**src/rtl/bcd_seg_display_pkg.sv**
```systemverilog
// Shared types and active-low 7-segment patterns for the sequential BCD display driver.
package bcd_seg_display_pkg;

  typedef enum logic [1:0] {
    ST_IDLE  = 2'd0,
    ST_SHIFT = 2'd1,
    ST_DONE  = 2'd2
  } state_t;

  // Segment order {g,f,e,d,c,b,a}, a lit segment is 0
  localparam logic [6:0] SEG_0     = 7'b1000000;
  localparam logic [6:0] SEG_1     = 7'b1111001;
  localparam logic [6:0] SEG_2     = 7'b0100100;
  localparam logic [6:0] SEG_3     = 7'b0110000;
  localparam logic [6:0] SEG_4     = 7'b0011001;
  localparam logic [6:0] SEG_5     = 7'b0010010;
  localparam logic [6:0] SEG_6     = 7'b0000010;
  localparam logic [6:0] SEG_7     = 7'b1111000;
  localparam logic [6:0] SEG_8     = 7'b0000000;
  localparam logic [6:0] SEG_9     = 7'b0010000;
  localparam logic [6:0] SEG_BLANK = 7'h7F;
  localparam logic [6:0] SEG_DASH  = 7'b0111111;

  function automatic logic [6:0] seg_digit(input logic [3:0] d);
    logic [6:0] s;
    case (d)
      4'd0:    s = SEG_0;
      4'd1:    s = SEG_1;
      4'd2:    s = SEG_2;
      4'd3:    s = SEG_3;
      4'd4:    s = SEG_4;
      4'd5:    s = SEG_5;
      4'd6:    s = SEG_6;
      4'd7:    s = SEG_7;
      4'd8:    s = SEG_8;
      4'd9:    s = SEG_9;
      default: s = SEG_BLANK;
    endcase
    return s;
  endfunction

endpackage

```
**src/rtl/bcd_seg_display_if.sv**
```systemverilog
// Load/ready/done handshake and display result bundle of the BCD display driver.
interface bcd_seg_display_if #(
  parameter int BIN_W  = 8,
  parameter int DIGITS = 3
);
  logic                  load;
  logic [BIN_W-1:0]      bin;
  logic                  ready;
  logic                  busy;
  logic                  done;
  logic                  overflow;
  logic [4*DIGITS-1:0]   bcd;
  logic [7*DIGITS-1:0]   seg;

  modport master (
    output load, bin,
    input  ready, busy, done, overflow, bcd, seg
  );

  modport slave (
    input  load, bin,
    output ready, busy, done, overflow, bcd, seg
  );
endinterface

```
**src/rtl/bcd_seg_display_seg7_encode.sv**
```systemverilog
// One display digit: BCD nibble to active-low segments, with dash and blank overrides.
module seg7_encode
  import bcd_seg_display_pkg::*;
(
  input  logic [3:0] digit,
  input  logic       blank,
  input  logic       dash,
  output logic [6:0] seg
);

  // Dash has priority so an overflowed result never shows blanked digits
  always_comb begin
    seg = seg_digit(digit);
    if (dash)
      seg = SEG_DASH;
    else if (blank)
      seg = SEG_BLANK;
  end

endmodule

```
**src/rtl/bcd_seg_display.sv**
```systemverilog
// Sequential double-dabble binary->BCD converter with registered 7-segment outputs.
// state  | meaning
// IDLE   | waiting for load, outputs hold last result
// SHIFT  | one add-3/shift step per cycle, BIN_W cycles
// DONE   | one-cycle done pulse, new load may be accepted
module bcd_seg_display
  import bcd_seg_display_pkg::*;
#(
  parameter int BIN_W    = 8,
  parameter int DIGITS   = 3,
  parameter int BLANK_LZ = 1
) (
  input  logic                   clk,
  input  logic                   reset,
  bcd_seg_display_if.slave       bus
);

  localparam int CW = $clog2(BIN_W + 1);
  localparam int SW = 4 * DIGITS;

  state_t              state, state_n;
  logic [CW-1:0]       cnt;
  logic [BIN_W-1:0]    shreg;
  logic [SW-1:0]       scratch, adj, scratch_n;
  logic                ovf, ovf_n;
  logic                accept, last;
  logic [DIGITS-1:0]   blank;
  logic [7*DIGITS-1:0] seg_n;
  logic [SW-1:0]       bcd_q;
  logic [7*DIGITS-1:0] seg_q;
  logic                ovf_q;

  function automatic logic [7*DIGITS-1:0] seg_reset();
    logic [7*DIGITS-1:0] r;
    for (int k = 0; k < DIGITS; k++)
      r[7*k +: 7] = (k > 0 && BLANK_LZ != 0) ? SEG_BLANK : SEG_0;
    return r;
  endfunction

  assign accept = bus.load && (state == ST_IDLE || state == ST_DONE);
  assign last   = (state == ST_SHIFT) && (cnt == CW'(1));

  // Per-digit add-3 correction; carries never cross digit boundaries
  for (genvar k = 0; k < DIGITS; k++) begin : g_adj
    assign adj[4*k +: 4] = (scratch[4*k +: 4] >= 4'd5) ? scratch[4*k +: 4] + 4'd3
                                                        : scratch[4*k +: 4];
  end

  assign scratch_n = {adj[SW-2:0], shreg[BIN_W-1]};
  assign ovf_n     = ovf | adj[SW-1];

  // Encoders look at the value about to be latched so seg updates with bcd
  for (genvar k = 0; k < DIGITS; k++) begin : g_enc
    if (k == 0) begin : g_units
      assign blank[k] = 1'b0;
    end else begin : g_upper
      assign blank[k] = (BLANK_LZ != 0) && (scratch_n[SW-1:4*k] == '0);
    end
    seg7_encode u_enc (
      .digit (scratch_n[4*k +: 4]),
      .blank (blank[k]),
      .dash  (ovf_n),
      .seg   (seg_n[7*k +: 7])
    );
  end

  always_comb begin
    state_n = state;
    case (state)
      ST_IDLE:  if (bus.load) state_n = ST_SHIFT;
      ST_SHIFT: if (last) state_n = ST_DONE;
      ST_DONE:  state_n = bus.load ? ST_SHIFT : ST_IDLE;
      default:  state_n = ST_IDLE;
    endcase
  end

  always_ff @(posedge clk) begin
    if (!reset) begin
      state   <= ST_IDLE;
      cnt     <= '0;
      shreg   <= '0;
      scratch <= '0;
      ovf     <= 1'b0;
      bcd_q   <= '0;
      seg_q   <= seg_reset();
      ovf_q   <= 1'b0;
    end else begin
      state <= state_n;
      if (accept) begin
        shreg   <= bus.bin;
        scratch <= '0;
        ovf     <= 1'b0;
        cnt     <= CW'(BIN_W);
      end else if (state == ST_SHIFT) begin
        shreg   <= {shreg[BIN_W-2:0], 1'b0};
        scratch <= scratch_n;
        ovf     <= ovf_n;
        cnt     <= cnt - CW'(1);
        if (last) begin
          bcd_q <= scratch_n;
          seg_q <= seg_n;
          ovf_q <= ovf_n;
        end
      end
    end
  end

  assign bus.ready    = (state == ST_IDLE) || (state == ST_DONE);
  assign bus.busy     = (state == ST_SHIFT);
  assign bus.done     = (state == ST_DONE);
  assign bus.overflow = ovf_q;
  assign bus.bcd      = bcd_q;
  assign bus.seg      = seg_q;

endmodule

```
**src/flat_wrapper.sv**
```systemverilog
// flat-port wrapper written by rule: the top's interface ports become plain ports
module bcd_seg_display_flat import bcd_seg_display_pkg::*;
#(
  parameter int BIN_W    = 8,
  parameter int DIGITS   = 3,
  parameter int BLANK_LZ = 1
)
  (clk, reset, bus_load, bus_bin, bus_ready, bus_busy, bus_done, bus_overflow, bus_bcd, bus_seg);
  bcd_seg_display_if #(.BIN_W(BIN_W), .DIGITS(DIGITS)) bus_i ();
  input  logic clk;
  input  logic reset;
  input wire logic [$bits(bus_i.load)-1:0] bus_load;
  input wire logic [$bits(bus_i.bin)-1:0] bus_bin;
  output wire logic [$bits(bus_i.ready)-1:0] bus_ready;
  output wire logic [$bits(bus_i.busy)-1:0] bus_busy;
  output wire logic [$bits(bus_i.done)-1:0] bus_done;
  output wire logic [$bits(bus_i.overflow)-1:0] bus_overflow;
  output wire logic [$bits(bus_i.bcd)-1:0] bus_bcd;
  output wire logic [$bits(bus_i.seg)-1:0] bus_seg;
  assign bus_i.load = bus_load;
  assign bus_i.bin = bus_bin;
  assign bus_ready = bus_i.ready;
  assign bus_busy = bus_i.busy;
  assign bus_done = bus_i.done;
  assign bus_overflow = bus_i.overflow;
  assign bus_bcd = bus_i.bcd;
  assign bus_seg = bus_i.seg;
  bcd_seg_display #(.BIN_W(BIN_W), .DIGITS(DIGITS), .BLANK_LZ(BLANK_LZ)) u_core (.clk(clk), .reset(reset), .bus(bus_i));
endmodule
```
**config.mk**
```make
export PLATFORM = sky130hd
export DESIGN_NAME = bcd_seg_display_flat
export DESIGN_NICKNAME = d
export VERILOG_FILES = /design/src/rtl/bcd_seg_display_pkg.sv /design/src/rtl/bcd_seg_display_if.sv /design/src/rtl/bcd_seg_display_seg7_encode.sv /design/src/rtl/bcd_seg_display.sv /design/src/flat_wrapper.sv
export SDC_FILE = /design/constraint.sdc
export NUM_CORES = 1
export LEC_CHECK = 0
export ABC_AREA = 1
export BUFFER_PORTS_ARGS = -buffer_cell sky130_fd_sc_hd__buf_2
export CORE_AREA = 8 8 88 90
export CTS_BUF_LIST = sky130_fd_sc_hd__clkbuf_4
export CTS_CLUSTER_SIZE = 30
export DETAILED_ROUTE_END_ITERATION = 10
export DIE_AREA = 0 0 96 98
export PLACE_DENSITY = 0.77
export SLEW_MARGIN = 0
export SYNTH_ARGS = -nofsm -noshare
export SYNTH_HDL_FRONTEND = slang
export SYNTH_HIERARCHICAL = 1
export SYNTH_SLANG_ARGS = --single-unit
```
**constraint.sdc**
```tcl
create_clock -name clk -period 1.8 [get_ports clk]
set_clock_uncertainty 0.05 [all_clocks]
set_input_delay 0.09 -clock clk [delete_from_list [all_inputs] [get_ports clk]]
set_output_delay 0.09 -clock clk [all_outputs]
set_load 0.02 [all_outputs]
```
==> results_dict.tcl <==
set metrics [dict create \
    boundaryPins 48 \
    p_leak_nw 2.35 \
    yosysSeqAreaShare_pct 36.8 \
    crit_buf_inv 3 \
    slowest_delay_ps 410 \
    drive_gt1_share_pct 40.3 \
    utilization_pct 74.0 \
    critPathLaunch "u_core/scratch[8]" \
    criticalPathCategory "reg2reg" \
    clkSinkCount 61 \
    critPathArrivalTime_ps 2260 \
    netlist_instances 468 \
    chipWidth_um 96 \
    power_density_nw_per_um2 766 \
    antenna_left 0 \
    dieArea_um2 9410 \
    ir_drop_mv 0.764 \
    gp_congestion 0.849 \
    numCtsBuffers 9 \
    grt-ovfl-total 0 \
    path_cells "inv_4, ha_4, inv_2, nand2_4, nand4_1, nand2_4, buf_4, nor2_4, nor2_2, nor3_4, nand2_1, nand2_1, nand3_1" \
    via_per_inst 5.51 \
    diodes 0 \
    ff2ff_path_depth 13 \
    crit_path_top_delay_cell "dfxtp_4" \
    fin_crit_sh_pct 112 \
    coreArea_um2 6490 \
    worstHoldStart "u_core/bus.seg[12]" \
    netlist-cell-type-count 29 \
    grt_max_degree 39 \
    wl_per_cell_um 16.4 \
    hold_path_class "reg2reg" \
    crit-reg2reg-launch "u_core/scratch[8]" \
    clkPwrFrac_pct 27.5 \
    num-fill-cells 447 \
    crit_path_max_fanout 5 \
    worstSkewPairLatency_ps 420 \
    cp.required_ps 2040 \
    dr.pass1.iters 5 \
    worst_slack_ps -225 \
    rrSetupSlack_ps -220 \
    synth.avg_cell_area_um2 7.08 \
    antenna_found_initial 0 \
    synth_area_leaders "dfxtp_1 37%, nand2_1 12%, ha_1 8.7%, inv_1 6.7%, o21ai_0 6.6%" \
    clk_pin_slew_ps 130 \
    initial_core_util_pct 51.0 \
    grt_pass1_vias 3425 \
    grt_pass1_wl_um 15100 \
    yosysTopAreaCellShare_pct 36.8 \
    port_buffers 47 \
    drt_wl_total_um 11000 \
    detailed_place_hpwl_um 5880 \
    critPathCaptureType "flop" \
    drv_slew 0 \
    hold_end "u_core/bus.seg[12]" \
    grt_use_total_pct 19.7 \
    dpl_cell_area_um2 4010 \
    outcome "complete, but fails checks" \
    fin_cells 671 \
    whs_path_depth 2 \
    clock.fmax_mhz 494 \
    hold_violations 0 \
    p_int_mw 2.35 \
    syn_area_um2 3310 \
    clockBufferDepth 2 \
    maxCapViolCount 0 \
    grt_setup_unrepaired "yes" \
    place_ws_ps -145 \
    synth_top_area_cell "dfxtp_1" \
    switching_share_pct 36.3 \
    ys_ff_latch 61 \
    vias 3699 \
    pwr-share-seq_pct 39.8 \
    drt_iter0_drc 307 \
    period_minus_slack_ps 2020 \
    num_rows 30 \
    fp.dieH_um 98 \
    layout_commonest_cell "nand2_1" \
    fin_nets 620 \
    critical-path-top-delay-family "simple AND/OR/NAND/NOR gates" \
    cts_tree "yes" \
    power_frac_comb_pct 32.7 \
    placedCellCount 626 \
    final_cell_mix "81 x nand2_1, 54 x buf_4, 54 x dfxtp_1, 47 x buf_2, 40 x o21ai_0" \
    setup_violations 21 \
    crit_path_start_kind "flop" \
    r2r-end "u_core/bus.seg[16]" \
    htreeDepth 3 \
    drc 0 \
    final_cell_area_um2 4810 \
    area_growth_pct 45.0 \
    violations "setup timing" \
    ys_warn_count 6 \
    cts-root-buf "clkbuf_4" \
    p_switching_mw 1.34 \
]
how the worst max path moves through the flow:
stage | depth (start not counted) | slack, ps | to
after floorplan | 14 | -30 | u_core/bus.seg[0]
after global placement | 12 | -80 | u_core/bus.seg[7]
after detailed placement | 14 | -150 | u_core/bus.seg[12]
after CTS | 13 | -90 | u_core/bus.seg[7]
after global routing | 13 | -330 | u_core/bus.seg[16]
final | 13 | -220 | u_core/bus.seg[16]
timing repair:
item / in CTS / in global routing
endpoints found under the hold margin: 10 / 1
resized for setup: 58 / 50
endpoints found under the setup margin: 21 / 22
hold buffers: 10 / 1
setup buffers: 12 / 7
pin swaps: 37 / 32
state kept, by name, indices dropped and copies added (netlist names):
register,flops
u_core/bus.overflow,1
u_core/state,2
u_core/bus.seg,21
u_core/shreg,8
u_core/bus.bcd,12
u_core/scratch,12
u_core/cnt,4
u_core/ovf,1
per-layer routing:
| metal | GRT usage [%] | up-vias | share of wire [%] |
|---|---|---|---|
| li1 | - | 1743 | - |
| met1 | 21.4 | 1728 | 39 |
| met2 | 34.9 | 182 | 50 |
| met3 | 4.22 | 46 | 6.5 |
| met4 | 8.99 | 0 | 4.2 |
| met5 | 0 | - | 0 |
layout make-up:
class	instances	area, µm²	share of cell area, %
clock buffers	9	67.6	1.41
clock inverters	7	75.1	1.56
inverters	67	277	5.75
multi-input cells	326	2170	45.2
flip-flops and latches	61	1230	25.7
well taps	80	100	2.08
repair buffers	121	878	18.3
synth_stat cells (all sizes together):
cell type	instances
nand4	5
inv	66
ha	23
conb	1
buf	15
a31oi	5
o21ai	45
nand2	109
clkbuf	1
nor3	3
xor2	1
nand3	43
clkinv	1
a211oi	5
or2	3
a21oi	24
o2111a	1
nor2	49
o211ai	7
dfxtp	61
tightest hold or removal path, stage by stage (launching register included):
cell and delay [ps]:
dfxtp_1 340, nand2_1 50, nand3_1 50
logic make-up after synthesis:
family	Yosys count	synth area share, %
and+or+nand+nor	212	28.7
xor gates and xnor gates	1	0.264
AOI/OAI and AO/OA	87	14.8
buffers and inverters	83	10.6
DFF	61	36.8
adders and majority gates	23	8.68
other	1	0.113
power groups by stage:
stage	sequential [mW]	clock, mW	combinational, mW
floorplan	1.49	0	0.592
global placement	1.48	0	0.859
detailed placement	1.48	0	0.883
CTS	1.46	1.01	1.02
global route	1.47	1.09	1.30
finish	1.46	1.01	1.20
metrics by stage:
stage,hold WS (ps),total power [mW],setup TNS [ps]
2_1_floorplan,180,2.08,-184
3_3_place_gp,298,2.34,-930
3_5_place_dp,306,2.36,-2180
4_1_cts,50.6,3.48,-812
5_1_grt,449,3.86,-4990
6_report,415,3.68,-2680
No activity file was read; power rests on OpenSTA's default activity.
